### src/rtl/display_timing_gen.sv
// Raster timing generator: walks a (h,v) counter over the full line/frame
// totals and emits a two-stage registered pipeline. Stage 1 is the pixel
// fetch request; stage 2 lines up with a framebuffer read of 1-cycle
// latency and carries data enable, coordinates, syncs and frame markers.
module display_timing_gen #(
    parameter int unsigned H_ACTIVE = 640,
    parameter int unsigned H_FRONT  = 16,
    parameter int unsigned H_SYNC   = 96,
    parameter int unsigned H_BACK   = 48,
    parameter int unsigned V_ACTIVE = 480,
    parameter int unsigned V_FRONT  = 10,
    parameter int unsigned V_SYNC   = 2,
    parameter int unsigned V_BACK   = 33,
    parameter bit          SYNC_POL = 1'b0
) (
    input  logic       iCLOCK,
    input  logic       iRESET_SYNC,
    input  logic       iENA,
    output logic       oREQ,
    output logic [9:0] oREQ_X,
    output logic [9:0] oREQ_Y,
    output logic       oDE,
    output logic [9:0] oX,
    output logic [9:0] oY,
    output logic       oHSYNC,
    output logic       oVSYNC,
    output logic       oVBLANK,
    output logic       oFRAME_START,
    output logic [7:0] oFRAME_CNT
);

    localparam int unsigned H_TOTAL = H_ACTIVE + H_FRONT + H_SYNC + H_BACK;
    localparam int unsigned V_TOTAL = V_ACTIVE + V_FRONT + V_SYNC + V_BACK;

    // Coordinates are 10 bits wide, so neither total may exceed 1024.
    if (H_TOTAL > 1024) begin : g_h_total_err
        $error("display_timing_gen: H_TOTAL exceeds 1024");
    end
    if (V_TOTAL > 1024) begin : g_v_total_err
        $error("display_timing_gen: V_TOTAL exceeds 1024");
    end

    localparam logic [9:0] H_LAST     = 10'(H_TOTAL - 1);
    localparam logic [9:0] V_LAST     = 10'(V_TOTAL - 1);
    localparam logic [9:0] H_ACT      = 10'(H_ACTIVE);
    localparam logic [9:0] V_ACT      = 10'(V_ACTIVE);
    localparam logic [9:0] HS_FIRST   = 10'(H_ACTIVE + H_FRONT);
    localparam logic [9:0] HS_LAST    = 10'(H_ACTIVE + H_FRONT + H_SYNC - 1);
    localparam logic [9:0] VS_FIRST   = 10'(V_ACTIVE + V_FRONT);
    localparam logic [9:0] VS_LAST    = 10'(V_ACTIVE + V_FRONT + V_SYNC - 1);
    localparam logic       SYNC_ON    = SYNC_POL;
    localparam logic       SYNC_OFF   = ~SYNC_POL;

    logic [9:0] h;
    logic [9:0] v;
    logic       idle;
    logic       hs_hit;
    logic       vs_hit;
    logic       origin;

    // Reset and a low enable both park the whole generator.
    assign idle   = iRESET_SYNC || !iENA;
    assign hs_hit = (oREQ_X >= HS_FIRST) && (oREQ_X <= HS_LAST);
    assign vs_hit = (oREQ_Y >= VS_FIRST) && (oREQ_Y <= VS_LAST);
    assign origin = oREQ && (oREQ_X == 10'd0) && (oREQ_Y == 10'd0);

    // Raster position counter; line and frame wrap may coincide.
    always_ff @(posedge iCLOCK) begin
        if (idle) begin
            h <= 10'd0;
            v <= 10'd0;
        end else if (h == H_LAST) begin
            h <= 10'd0;
            v <= (v == V_LAST) ? 10'd0 : v + 10'd1;
        end else begin
            h <= h + 10'd1;
        end
    end

    // Stage 1: fetch request and the position it refers to.
    always_ff @(posedge iCLOCK) begin
        if (idle) begin
            oREQ   <= 1'b0;
            oREQ_X <= 10'd0;
            oREQ_Y <= 10'd0;
        end else begin
            oREQ   <= (h < H_ACT) && (v < V_ACT);
            oREQ_X <= h;
            oREQ_Y <= v;
        end
    end

    // Stage 2: display-side timing, one cycle behind the request.
    always_ff @(posedge iCLOCK) begin
        if (idle) begin
            oDE          <= 1'b0;
            oX           <= 10'd0;
            oY           <= 10'd0;
            oHSYNC       <= SYNC_OFF;
            oVSYNC       <= SYNC_OFF;
            oVBLANK      <= 1'b0;
            oFRAME_START <= 1'b0;
        end else begin
            oDE          <= oREQ;
            oX           <= oREQ_X;
            oY           <= oREQ_Y;
            oHSYNC       <= hs_hit ? SYNC_ON : SYNC_OFF;
            oVSYNC       <= vs_hit ? SYNC_ON : SYNC_OFF;
            oVBLANK      <= (oREQ_Y >= V_ACT);
            oFRAME_START <= origin;
        end
    end

    // Frame counter: cleared only by reset, held while disabled.
    always_ff @(posedge iCLOCK) begin
        if (iRESET_SYNC) begin
            oFRAME_CNT <= 8'd0;
        end else if (iENA && origin) begin
            oFRAME_CNT <= oFRAME_CNT + 8'd1;
        end
    end

endmodule

### config.mk
export PLATFORM = sky130hd
export DESIGN_NAME = display_timing_gen
export DESIGN_NICKNAME = d
export VERILOG_FILES = /design/src/rtl/display_timing_gen.sv
export SDC_FILE = /design/constraint.sdc
export NUM_CORES = 1
export LEC_CHECK = 0
export BUFFER_PORTS_ARGS = -buffer_cell sky130_fd_sc_hd__buf_2
export CORE_ASPECT_RATIO = 1.2
export CORE_MARGIN = 3
export CORE_UTILIZATION = 43
export CTS_BUF_LIST = sky130_fd_sc_hd__clkbuf_8
export DETAILED_ROUTE_END_ITERATION = 7
export GPL_ROUTABILITY_DRIVEN = 0
export GPL_TIMING_DRIVEN = 0
export PLACE_DENSITY = 0.65
export SLEW_MARGIN = 40
export SYNTH_ARGS = -nofsm -noshare
export SYNTH_HDL_FRONTEND = slang
export SYNTH_SLANG_ARGS = --single-unit
### constraint.sdc
create_clock -name iCLOCK -period 2.7 [get_ports iCLOCK]
set_input_delay 0.27 -clock iCLOCK [delete_from_list [all_inputs] [get_ports iCLOCK]]
set_output_delay 0.27 -clock iCLOCK [all_outputs]
set_load 0.01 [all_outputs]
Word level (Yosys, flattened, before mapping). Index checks and enable logic that the tools add are counted.

$mul: 0. $lt $le $gt $ge: 7. Reduce and logical (&&, ||, !) cells: 11. Eq/ne operators: 2. Shift-type cells: 0. $add $sub $neg: 3. Div/mod/pow operators: 0. Muxes and demuxes: 3. Bitwise logic cells: 0.

Operator list (number): $add A10 B1 Y10 const B (2); $eq A10 B10 Y1 const B (2); $ge A10 B9 Y1 const B (2); $logic_not A10 Y1 (2); $ge A10 B10 Y1 const B (1); $le A10 B10 Y1 const B (1); $le A10 B9 Y1 const B (1); $lt A10 B10 Y1 const B (1); $lt A10 B9 Y1 const B (1); $mux W10 (1); $add A8 B1 Y8 const B (1); $logic_and A1 B1 Y1 (6); $mux W1 (2); $reduce_or A2 Y1 (1); $logic_not A1 Y1 (1); $logic_or A1 B1 Y1 (1).

ROM bits: 0. Bits of input ports: 3. Output and inout bits: 54. Memories: 0. Word-level logic and storage cells: 39. Memory bits (writable): 0. Flip-flop bits (word level): 74. Latch bits: 0.

Logic depth before layout (Yosys ltp).
Word-level depth: 4. Gate-level depth with buffers: 6. Depth with buffers taken out: 6.

Least setup slack after synthesis. No wires, ideal clock.

Path type: flip-flop to flip-flop. Start: register h[5]. End: register v[7]. Path slack: 0.812 ns. Cell stages (with the launch flop): 6. Arrival: 1.817 ns. Clock period less this slack: 1.888 ns. Cell sequence: dfxtp_1 -> buf_6 -> or4b_1 -> or4_4 -> or3_1 -> a21oi_1.

Cells in the longest elaborated chain, start to end: 1.

RTL lines: start: declaration (line 54) `logic [9:0] h;`; start signal: assignment (line 76) `h <= h + 10'd1;`; $eq A10 B10 Y1 (line 72) `end else if (h == H_LAST) begin`; end signal: assignment (line 74) `v <= (v == V_LAST) ? 10'd0 : v + 10'd1;`; end: declaration (line 55) `logic [9:0] v;`.

Every way passes these cells. A chain may end at the register's enable or synchronous reset.

Worst setup path in the final report.
Start: register h[0]. End: register v[7].

Same word-level chain as after synthesis.

==> results_tabular.tex <==
\begin{tabular}{lr}
\hline
Metric & Value \\
\hline
\multicolumn{2}{l}{\textbf{STA}} \\
Worst relative slew slack & 59.0\% \\
Final worst-path cycle share & 75.0\% \\
Final hold viol count & 0 \\
Worst-case clock skew & 0.00651 ns \\
Unrepaired setup endpoints after global routing & false \\
Highest clock rate & 494 MHz \\
Fin crit period & 2.03 ns \\
Least-Margin Pin Slew & 0.609 ns \\
Setup TNS & 0 ns \\
Crit path setup slack, layout & 0.674 ns \\
Number of max-slew violations in the final report & 0 \\
Finish-stage setup viols & 0 \\
\multicolumn{2}{l}{\textbf{Power}} \\
Static leakage & 1.36 nW \\
Total power after layout & 2.10 mW \\
Relative contribution of the clock network to total power & 45.6\% \\
Cell area power density & 640 nW/um2 \\
Cell-internal power & 1.66 mW \\
Relative contribution of combinational cells to total power & 2.1\% \\
Switching share of power & 21.2\% \\
Power share of the sequential group & 52.3\% \\
Worst vdd ir & 284 uV \\
Switch Pwr & 0.447 mW \\
\multicolumn{2}{l}{\textbf{Cells and area}} \\
Most common cell after layout, fill and taps aside & sky130\_fd\_sc\_hd\_\_dfxtp\_1 \\
Ant diodes & 0 \\
Fraction of final layout cells sized beyond drive strength 1 & 22.7\% \\
Commonest cells after routing, fill and taps aside & sky130\_fd\_sc\_hd\_\_dfxtp\_1, sky130\_fd\_sc\_hd\_\_buf\_2, sky130\_fd\_sc\_hd\_\_and2\_1 \\
Syn-to-layout area delta & 22.6\% \\
Number of nets at the end of the flow & 346 \\
\multicolumn{2}{l}{\textbf{Synth}} \\
Number of warnings printed during yosys synthesis & 0 \\
Post-Syn Area & 2680 um2 \\
Post-synthesis sequential element count & 74 \\
Number of cells produced by synthesis & 272 \\
Avg Synthesized Cell Area & 9.85 um2 \\
Seq/Total Area, Yosys & 55.3\% \\
Synth cell types & 37 \\
Post-synthesis net count & 279 \\
\multicolumn{2}{l}{\textbf{Clock tree}} \\
Skew-Pair Late Insertion Delay & 0.34 ns \\
Post-cts resize count & 0 \\
Maximum number of buffers from clock root to sink & 2 \\
Reg clk slew, reported paths & 0.08 ns \\
CTS root buf & sky130\_fd\_sc\_hd\_\_clkbuf\_8 \\
CTS tree & yes \\
Number of clock buffers inserted by TritonCTS & 9 \\
Hold bufs inserted after CTS & 0 \\
Depth of the CTS H-tree & 3 \\
Number of clock sinks & 74 \\
Post-CTS Setup Inserts & 0 \\
\multicolumn{2}{l}{\textbf{Worst setup path}} \\
Type of origin of the critical path & flip-flop \\
Endpoint type of the worst setup path & flip-flop \\
Delay of the slowest cell on the worst path & 0.63 ns \\
Critical Setup Path Class & reg2reg \\
Max Fanout on Critical Path & 5 \\
Crit path max-delay cell type & sky130\_fd\_sc\_hd\_\_or4\_4 \\
Sequence of cells on the critical path & ha\_1 > nand4\_1 > or4\_4 > or3\_1 > a21oi\_1 \\
Worst Path Required & 2.98 ns \\
Data arrival time of the critical path & 2.30 ns \\
\multicolumn{2}{l}{\textbf{Detailed routing}} \\
DR WL/cell & 14.0 um \\
Iteration-0 DRC count of the detailed router & 114 \\
Number of nets still failing antenna checks after routing & 0 \\
Post-detailed-route via-to-cell ratio & 5.07 \\
Number of design rule violations left after detail routing & 0 \\
Total number of vias & 2,151 \\
Sum of routed wire length over all layers & 5930 um \\
First-pass iteration count of the detailed router & 4 \\
\multicolumn{2}{l}{\textbf{Min path}} \\
Hold WC Path Type & in2reg \\
\multicolumn{2}{l}{\textbf{Floorplanning}} \\
FP Rows & 30 \\
Area of the die & 7220 um2 \\
Initial Utilization & 45.8\% \\
Height of the die & 92.5 um \\
I/O pin count & 57 \\
Die W & 78.1 um \\
Area of the core & 5860 um2 \\
\multicolumn{2}{l}{\textbf{Placed design}} \\
IO Port Bufs & 56 \\
Half-perimeter wire length of the detailed placement result & 4340 um \\
Worst-case setup slack after placement & 0.678 ns \\
\multicolumn{2}{l}{\textbf{Global route}} \\
Global-route wire length before repair & 10,100 um \\
Total congestion overflow & 0 \\
Largest net degree at the start of global routing & 14 \\
Combined global-route utilization of all metal layers & 17.6\% \\
Number of antenna violations at the first check in global routing & 0 \\
Vias in the first global route & 2,097 \\
\multicolumn{2}{l}{\textbf{Run}} \\
Max-Cap Viols & 0 \\
\multicolumn{2}{l}{\textbf{Outcome}} \\
Outcome & complete, no violations \\
\hline
\end{tabular}
==> cells by family after synthesis <==
| kind of cell | synth area share, % |
|---|---|
| mux | 0.373 |
| buf+inv | 2.99 |
| simple gates | 28.9 |
| compound gates | 6.63 |
| fa+ha+maj | 1.87 |
| xor+xnor | 3.92 |
| flops | 55.3 |
==> power groups by stage <==
stage                     combinational (mW)  clock [mW]  sequential [mW]
after floorplan                       0.0269           0             1.13
after global placement                0.0449           0             1.13
after detailed placement              0.0457           0             1.13
after CTS                             0.0457       0.984             1.10
after global routing                  0.0516        1.03             1.10
final                                 0.0451       0.959             1.10
==> critical path, delay by kind of cell, from the launching register on <==
| kind | cells | cell delay (ns) |
|---|---|---|
| compound gates | 1 | 0.14 |
| fa+ha+maj | 1 | 0.24 |
| flops | 1 | 0.38 |
| simple gates | 3 | 1.21 |
==> cells in the mapped netlist, drive strengths merged <==
master | instances | share of area (%)
dfxtp | 74 | 55
or4b | 1 | 0.37
nand3 | 10 | 1.9
xnor2 | 7 | 2.3
a41o | 1 | 0.37
nand4b | 2 | 0.65
nor4bb | 1 | 0.37
a21oi | 13 | 2.4
nor2 | 21 | 2.9
and4 | 3 | 0.98
ha | 4 | 1.9
nor4b | 3 | 0.98
or3 | 7 | 1.8
a31o | 1 | 0.33
mux2i | 1 | 0.37
o21a | 1 | 0.28
o31ai | 5 | 1.4
clkbuf | 9 | 1.3
inv | 8 | 1.1
or4 | 6 | 1.8
nor3 | 9 | 1.7
o21ba | 1 | 0.37
nand2 | 10 | 1.4
and2 | 37 | 8.6
xor2 | 5 | 1.6
nand2b | 1 | 0.23
nand4 | 10 | 2.3
and3 | 3 | 0.70
o21ai | 7 | 1.4
nor3b | 1 | 0.28
buf | 2 | 0.61
nor4 | 7 | 1.6
nor2b | 1 | 0.23
==> area by class of cell <==
class / instances / area, um2
plain buffers: 11 / 50.0
clock buffers: 10 / 138
clock inverters: 6 / 88.8
fillers: 559 / 2570
inverters: 8 / 30.0
multi-input cells: 179 / 1120
flip-flops and latches: 74 / 1480
well taps: 80 / 100
repair buffers: 56 / 280
==> worst paths after layout <==
path                                      endpoint  cells after the start                 start  slack, ns
worst max-delay path             v[7]$_SDFFE_PP0N_                      5       h[0]$_SDFF_PP0_       0.67
worst min-delay path            oVBLANK$_SDFF_PP0_                      3                  iENA       0.27
worst max register to register   v[7]$_SDFFE_PP0N_                      5       h[0]$_SDFF_PP0_       0.67
worst min register to register   oVSYNC$_SDFF_PP1_                      1  oREQ_Y[3]$_SDFF_PP0_       0.46
==> through the flow <==
step | hold slack [ns] | instances | utilization [%] | instance area [um2]
floorplan | 0.426 | 272 | - | 2680
global placement | 0.434 | 408 | 52.3 | 3060
detailed placement | 0.435 | 408 | 52.3 | 3060
CTS | 0.253 | 424 | 56.1 | 3290
global route | 0.298 | 424 | 56.1 | 3290
finish | 0.269 | 424 | 56.1 | 3290
==> registers in the layout (all words and copies together), names as in the netlist, 8 cells and up <==
signal,cells
h,10
oREQ_X,10
oREQ_Y,10
oX,10
oY,10
v,10
oFRAME_CNT,8
==> metal layers <==
metal | track usage [%] | share of wire (%)
met5 | 0 | 0
met3 | 4.38 | 5.0
met1 | 21.5 | 44
met4 | 7.00 | 0.99
met2 | 29.6 | 50
Power figures use the tool's default switching activity.
